## config.mk

```make
export PLATFORM = sky130hd
export DESIGN_NAME = uart_rx
export DESIGN_NICKNAME = d
export VERILOG_FILES = /design/src/rtl/uart_rx.sv
export SDC_FILE = /design/constraint.sdc
export NUM_CORES = 1
export LEC_CHECK = 0
export CAP_MARGIN = 20
export CORE_ASPECT_RATIO = 1.1
export CORE_UTILIZATION = 55
export DETAILED_ROUTE_END_ITERATION = 8
export GPL_TIMING_DRIVEN = 0
export PLACE_DENSITY = 0.76
export SLEW_MARGIN = 40
export SYNTH_ARGS = -nofsm -noshare
export SYNTH_HDL_FRONTEND = slang
export SYNTH_SLANG_ARGS = --single-unit
```

## constraint.sdc

```tcl
create_clock -name clk -period 6.1 [get_ports clk]
set_clock_uncertainty 0.2 [all_clocks]
set_input_delay 1.22 -clock clk [delete_from_list [all_inputs] [get_ports clk]]
set_output_delay 1.22 -clock clk [all_outputs]
set_load 0.05 [all_outputs]
```

## src/rtl/uart_rx.sv

```systemverilog
// uart_rx: 8N1 UART receiver with a 2-FF input synchroniser and mid-bit sampling.
// Ports:
//   clk        system clock, rising edge
//   rst        asynchronous active-low reset (0 = reset)
//   rx         serial line, idle high, asynchronous to clk
//   data       last correctly received byte
//   valid      one-cycle pulse: data updated with a new byte
//   frame_err  one-cycle pulse: stop bit sampled low, byte discarded
//   busy       high while a frame is being received
module uart_rx #(
  parameter int unsigned BAUD = 9600,
  parameter int unsigned F    = 50000000
) (
  input  logic       clk,
  input  logic       rst,
  input  logic       rx,
  output logic [7:0] data,
  output logic       valid,
  output logic       frame_err,
  output logic       busy
);

  localparam int unsigned N     = (F + BAUD / 2) / BAUD;
  localparam int unsigned HALF  = N / 2;
  localparam int unsigned CNT_W = (N > 1) ? $clog2(N) : 1;

  localparam logic [CNT_W-1:0] CNT_LAST = CNT_W'(N - 1);
  localparam logic [CNT_W-1:0] CNT_MID  = CNT_W'(HALF - 1);

  localparam logic [1:0] IDLE  = 2'd0;
  localparam logic [1:0] START = 2'd1;
  localparam logic [1:0] DATA  = 2'd2;
  localparam logic [1:0] STOP  = 2'd3;

  logic             rx_meta;
  logic             rx_s;
  logic             rx_d;
  logic             fall_c;

  logic [1:0]       state_q;
  logic [1:0]       state_nx;
  logic [CNT_W-1:0] cnt_q;
  logic [CNT_W-1:0] cnt_nx;
  logic [2:0]       bit_q;
  logic [2:0]       bit_nx;
  logic [7:0]       shift_q;
  logic [7:0]       shift_nx;
  logic [7:0]       data_nx;
  logic             valid_nx;
  logic             frame_err_nx;
  logic             busy_nx;

  // Synchroniser plus one delay stage for edge detection; all idle high.
  always_ff @(posedge clk or negedge rst) begin
    if (!rst) begin
      rx_meta <= 1'b1;
      rx_s    <= 1'b1;
      rx_d    <= 1'b1;
    end else begin
      rx_meta <= rx;
      rx_s    <= rx_meta;
      rx_d    <= rx_s;
    end
  end

  // A frame only starts on a real high-to-low transition, never on a held-low line.
  assign fall_c = rx_d & ~rx_s;

  // State and output registers.
  always_ff @(posedge clk or negedge rst) begin
    if (!rst) begin
      state_q   <= IDLE;
      cnt_q     <= '0;
      bit_q     <= '0;
      shift_q   <= '0;
      data      <= 8'h00;
      valid     <= 1'b0;
      frame_err <= 1'b0;
      busy      <= 1'b0;
    end else begin
      state_q   <= state_nx;
      cnt_q     <= cnt_nx;
      bit_q     <= bit_nx;
      shift_q   <= shift_nx;
      data      <= data_nx;
      valid     <= valid_nx;
      frame_err <= frame_err_nx;
      busy      <= busy_nx;
    end
  end

  // Next-state and next-output logic.
  always_comb begin
    state_nx     = state_q;
    cnt_nx       = cnt_q + CNT_W'(1);
    bit_nx       = bit_q;
    shift_nx     = shift_q;
    data_nx      = data;
    valid_nx     = 1'b0;
    frame_err_nx = 1'b0;

    case (state_q)
      IDLE: begin
        cnt_nx = '0;
        if (fall_c) begin
          state_nx = START;
        end
      end
      START: begin
        // Mid-start check rejects short glitches on the line.
        if (cnt_q == CNT_MID) begin
          cnt_nx = '0;
          if (!rx_s) begin
            bit_nx   = 3'd0;
            state_nx = DATA;
          end else begin
            state_nx = IDLE;
          end
        end
      end
      DATA: begin
        if (cnt_q == CNT_LAST) begin
          cnt_nx   = '0;
          shift_nx = {rx_s, shift_q[7:1]};
          bit_nx   = bit_q + 3'd1;
          if (bit_q == 3'd7) begin
            state_nx = STOP;
          end
        end
      end
      STOP: begin
        if (cnt_q == CNT_LAST) begin
          cnt_nx   = '0;
          state_nx = IDLE;
          if (rx_s) begin
            data_nx  = shift_q;
            valid_nx = 1'b1;
          end else begin
            frame_err_nx = 1'b1;
          end
        end
      end
      default: begin
        state_nx = IDLE;
        cnt_nx   = '0;
      end
    endcase

    busy_nx = (state_nx != IDLE);
  end

endmodule
```

# --- After elaboration in Yosys (flattened, before gate mapping) ---
# Index checks and enable logic that the tools add are counted.
word_totals:
  register_bits: 40
  output_inout_bits: 11
  in_bits: 3
  elab_cells: 51
op_classes:
  bitwise: 2
  n_addsub: 2
  mux: 20
  n_eq_ne: 9
  reduce_logical: 7
ops:
  columns: ["op", "count"]
  rows:
  - ["13-bit one-hot mux with 3 select lines", 1]
  - ["13-bit 2-to-1 mux", 2]
  - ["13-bit by 1-bit adder with 13-bit output, second input constant", 1]
  - ["13-bit by 12-bit equality test with 1-bit output, second input constant", 1]
  - ["13-bit equality test, second input constant", 1]
  - ["2-bit 2-to-1 mux", 6]
  - ["3-bit 2-to-1 mux", 3]
  - ["2-bit one-hot mux with 4 select lines", 1]
  - ["1-bit 2-to-1 mux", 6]
  - ["2-bit inequality test, second input constant", 3]
  - ["3-bit one-hot mux with 2 select lines", 1]
  - ["2-bit equality test, second input constant", 2]
  - ["4-bit AND reduction", 1]
  - ["2-bit nonzero test", 2]
  - ["3-bit by 1-bit adder with 3-bit output, second input constant", 1]
  - ["3-bit equality test, second input constant", 1]
  - ["3-bit AND reduction", 1]
  - ["2-bit by 1-bit equality test with 1-bit output, second input constant", 1]
  - ["2-bit logical NOT", 1]
  - ["2-bit AND reduction", 1]
  - ["2-bit OR reduction", 1]
  - ["1-bit bitwise AND", 1]
  - ["1-bit NOT", 1]

# --- Longest topological paths before layout ---
depth:
  ltp_word: 5
  depth_mapped: 6
  depth_no_buf: 5

# --- Least setup slack after synthesis ---
# Ideal clock, no wire load.
synth_timing:
  kind: "register to output"
  start: "register data[0]"
  end: "output data[0]"
  path_buffers: 0
  stages_incl_launch_ff: 1
  t_arrival_ps: 600
  path_slack_ps: 4080
  required_ps: 4680
  path_cell_list: "dfrtp_1"
synth_lines:
  columns: ["item", "line_no", "text"]
  rows:
  - ["from (decl)", "17", "output logic [7:0] data,"]
  - ["from (signal assigned)", "85", "data <= data_nx;"]
# No word-level cell between the ends.

# --- Worst setup path after layout ---
layout_timing:
  start: "register data[5]"
  end: "output data[5]"
# No word-level cell between the ends.

==> load_flow_metrics.sql <==
INSERT INTO impl_metrics (metric_group, metric, value, unit) VALUES
('critical_path', 'critical-path-max-stage-delay', '820', 'ps'),
('power_and_ir_drop', 'power_per_cell_area', '275', 'mW/mm^2'),
('global_routing', 'gr-usage-all-layers', '19.7', '%'),
('critical_path', 'start_kind', 'register', ''),
('run_status', 'run_status', 'finished clean', ''),
('cells_and_area', 'layout_stage_area_growth_over_the_synthesis_result', '16.1', '%'),
('placed_design', 'place.gp.congestion', '0.710', ''),
('yosys', 'mappedNetlistArea', '0.00180', 'mm^2'),
('floorplan', 'die_w', '56.6', 'um'),
('sta', 'slew_viol_final', '0', ''),
('floorplan', 'placeableCoreArea', '0.00307', 'mm^2'),
('critical_path', 'critical-path-top-delay-family', 'buffers and inverters', ''),
('critical_path', 'critical_path_buf_inv_count', '1', ''),
('floorplan', 'initial_utilization', '58.6', '%'),
('sta', 'number_of_failing_setup_endpoints_in_the_final_timing_report', '0', ''),
('global_routing', 'number_of_antenna_violations_at_the_first_check_in_global_routing', '0', ''),
('routing', 'vias_per_cell', '5.61', ''),
('routing', 'num_vias', '1155', ''),
('critical_path', 'worstReg2RegStart', 'cnt_q[0]', ''),
('clock_tree', 'cts_tree', 'yes', ''),
('yosys', 'postSynthRegisterBits', '40', ''),
('critical_path', 'endpoint_kind', 'output pin', ''),
('sta', 'maxClockFrequency', '338', 'MHz'),
('routing', 'drc', '0', ''),
('critical_path', 'crit_required', '4680', 'ps'),
('routing', 'drt-pass1-iter-count', '5', ''),
('power_and_ir_drop', 'vdd.ir_drop.worst', '0.255', 'mV'),
('clock_tree', 'max-clock-path-buffers', '2', ''),
('floorplan', 'floorplan.rows', '21', ''),
('clock_tree', 'clock_latency', '340', 'ps'),
('clock_tree', 'ctsRootBufferMaster', 'sky130_fd_sc_hd__clkbuf_4', ''),
('power_and_ir_drop', 'power_leakage', '0.978', 'nW'),
('sta', 'hold_viol', '0', ''),
('yosys', 'yosys.cell_types.count', '32', ''),
('clock_tree', 'cts_hold_repair.buffers', '0', ''),
('cells_and_area', 'final_core_utilization', '68.0', '%'),
('critical_path', 'worst-r2r-cell-count', '6', ''),
('cells_and_area', 'layout.cells.most_common', 'sky130_fd_sc_hd__dfrtp_1', ''),
('critical_path', 'cp_max_fo', '2', ''),
('hold_path', 'hold_class', 'reg2reg', ''),
('critical_path', 'worstSetupEndpoint', 'data[5]', ''),
('clock_tree', 'cts_inserted_buffers', '5', ''),
('global_routing', 'number_of_global_route_vias_before_repair', '1135', ''),
('yosys', 'synth_cells', '150', ''),
('critical_path', 'timing.critical_path.from', 'data[5]', ''),
('critical_path', 'worstReg2RegEnd', 'data[4]', ''),
('yosys', 'avgSynthCellArea', '12.0', 'um^2'),
('clock_tree', 'clkTransAtPathRegs', '120', 'ps'),
('cells_and_area', 'n_antenna_cell', '0', ''),
('clock_tree', 'cts-htree-levels', '2', ''),
('routing', 'drt-wirelength-per-cell', '14.8', 'um'),
('sta', 'final_min_period_over_clock_period', '48.5', '%'),
('global_routing', 'grt_overflow_total', '0', ''),
('sta', 'fin_setup_tns', '0', 'ps'),
('cells_and_area', 'num-nets-final', '177', ''),
('cells_and_area', 'fillCellCount', '238', ''),
('yosys', 'synth_nets', '156', ''),
('placed_design', 'dpl.hpwl', '2210', 'um'),
('critical_path', 'path_class', 'reg2out', ''),
('cells_and_area', 'mostFrequentLayoutCells', '37 x sky130_fd_sc_hd__dfrtp_1, 16 x sky130_fd_sc_hd__nor2_1, 12 x sky130_fd_sc_hd__clkdlybuf4s50_1', ''),
('cells_and_area', 'layout-drive-gt1-share', '23.8', '%'),
('critical_path', 'r2r_setup_slk', '4020', 'ps'),
('cells_and_area', 'ff_latch_area', '0.00100', 'mm^2'),
('sta', 'rsz_0062_raised_after_global_routing', 'false', ''),
('critical_path', 'worstSetupPathDepth', '1', ''),
('critical_path', 'worst-endpoint-arrival', '1540', 'ps'),
('critical_path', 'worstPathCellList', 'clkdlybuf4s50_1', ''),
('routing', 'final_antenna_net_count', '0', ''),
('clock_tree', 'number_of_post_cts_setup_repair_buffers', '0', ''),
('floorplan', 'ioPinCount', '14', ''),
('clock_tree', 'post_cts.resized_instances', '0', '');
[stage by stage]
step           total power [mW]  std cells  cell area [um^2]  setup WS (ps)  hold WS (ps)
6_report                  0.575        206              2090           3140           163
5_1_grt                   0.603        206              2090           3090           169
4_1_cts                   0.580        206              2090           3130           165
3_5_place_dp              0.388        198              2000           3540           148
3_3_place_gp              0.381        197              1970           2760           146
2_1_floorplan             0.362        150              1800           4080           145
[metal layers]
layer | routed length, um | vias up | GRT usage [%]
met1 | 1370 | 566 | 24.1
met5 | 0 | - | 0
met3 | 105 | 5 | 6.42
li1 | - | 563 | -
met4 | 51 | 0 | 9.76
met2 | 1530 | 21 | 32.3
[cell type report]
type / instances / area share [%]
clock inverter: 1 / 1.44
timing repair buffer: 14 / 7.30
inverter: 7 / 1.26
tap: 34 / 2.03
buffer: 6 / 2.27
clock buffer: 7 / 3.11
sequential: 40 / 48.1
multi-input combinational: 97 / 34.5
[registers in the layout, indices dropped and copies added, names as in the netlist]
| signal | flops |
|---|---|
| bit_q | 3 |
| shift_q | 8 |
| frame_err | 1 |
| rx_d | 1 |
| state_q | 2 |
| data | 8 |
| rx_meta | 1 |
| valid | 1 |
| cnt_q | 13 |
| rx_s | 1 |
| busy | 1 |
[kinds of logic after synthesis]
group | synth area share, %
AO/OA/AOI/OAI | 3.54
XOR/XNOR | 5.35
adder cells (fa/ha/maj) | 2.09
buffers and inverters | 4.10
flip-flops | 55.8
multiplexers | 11.0
AND/OR/NAND/NOR | 18.1
[worst min-delay path by stage]
stage	slack (ps)	start	cells past startpoint	to
after floorplan	150	rx_meta	0	rx_s
after global placement	150	rx_meta	0	rx_s
after detailed placement	150	rx_meta	0	rx_s
after CTS	170	rx_meta	0	rx_s
after global routing	170	rx_meta	0	rx_s
final	160	rx_meta	0	rx_s
[Yosys cell counts, drive strengths merged]
cell | n | area share, %
o211ai | 1 | 0.42
ha | 3 | 2.1
xor2 | 3 | 1.5
buf | 5 | 2.4
nand2b | 1 | 0.35
nand2 | 6 | 1.3
xnor2 | 8 | 3.9
nand3 | 12 | 3.6
and3 | 2 | 0.69
and4bb | 3 | 2.1
nor2 | 16 | 3.3
a21oi | 1 | 0.49
dfrtp | 37 | 51
clkbuf | 1 | 0.28
nor4b | 2 | 0.97
nand4 | 4 | 1.7
dfstp | 3 | 4.4
inv | 7 | 1.5
nor2b | 3 | 1.0
or2 | 1 | 0.35
o21ai | 7 | 1.9
a31oi | 2 | 0.69
nor3 | 2 | 0.56
nor3b | 1 | 0.42
nor4 | 3 | 1.0
mux2 | 15 | 11
and4b | 1 | 0.63
[power breakdown]
part           internal, mW  leakage, nW  switching (mW)
registers             0.284        0.534          0.0173
logic                0.0345        0.393          0.0463
clock network         0.109       0.0515          0.0834
total                 0.428        0.978           0.147
Power figures use the tool's default switching activity.
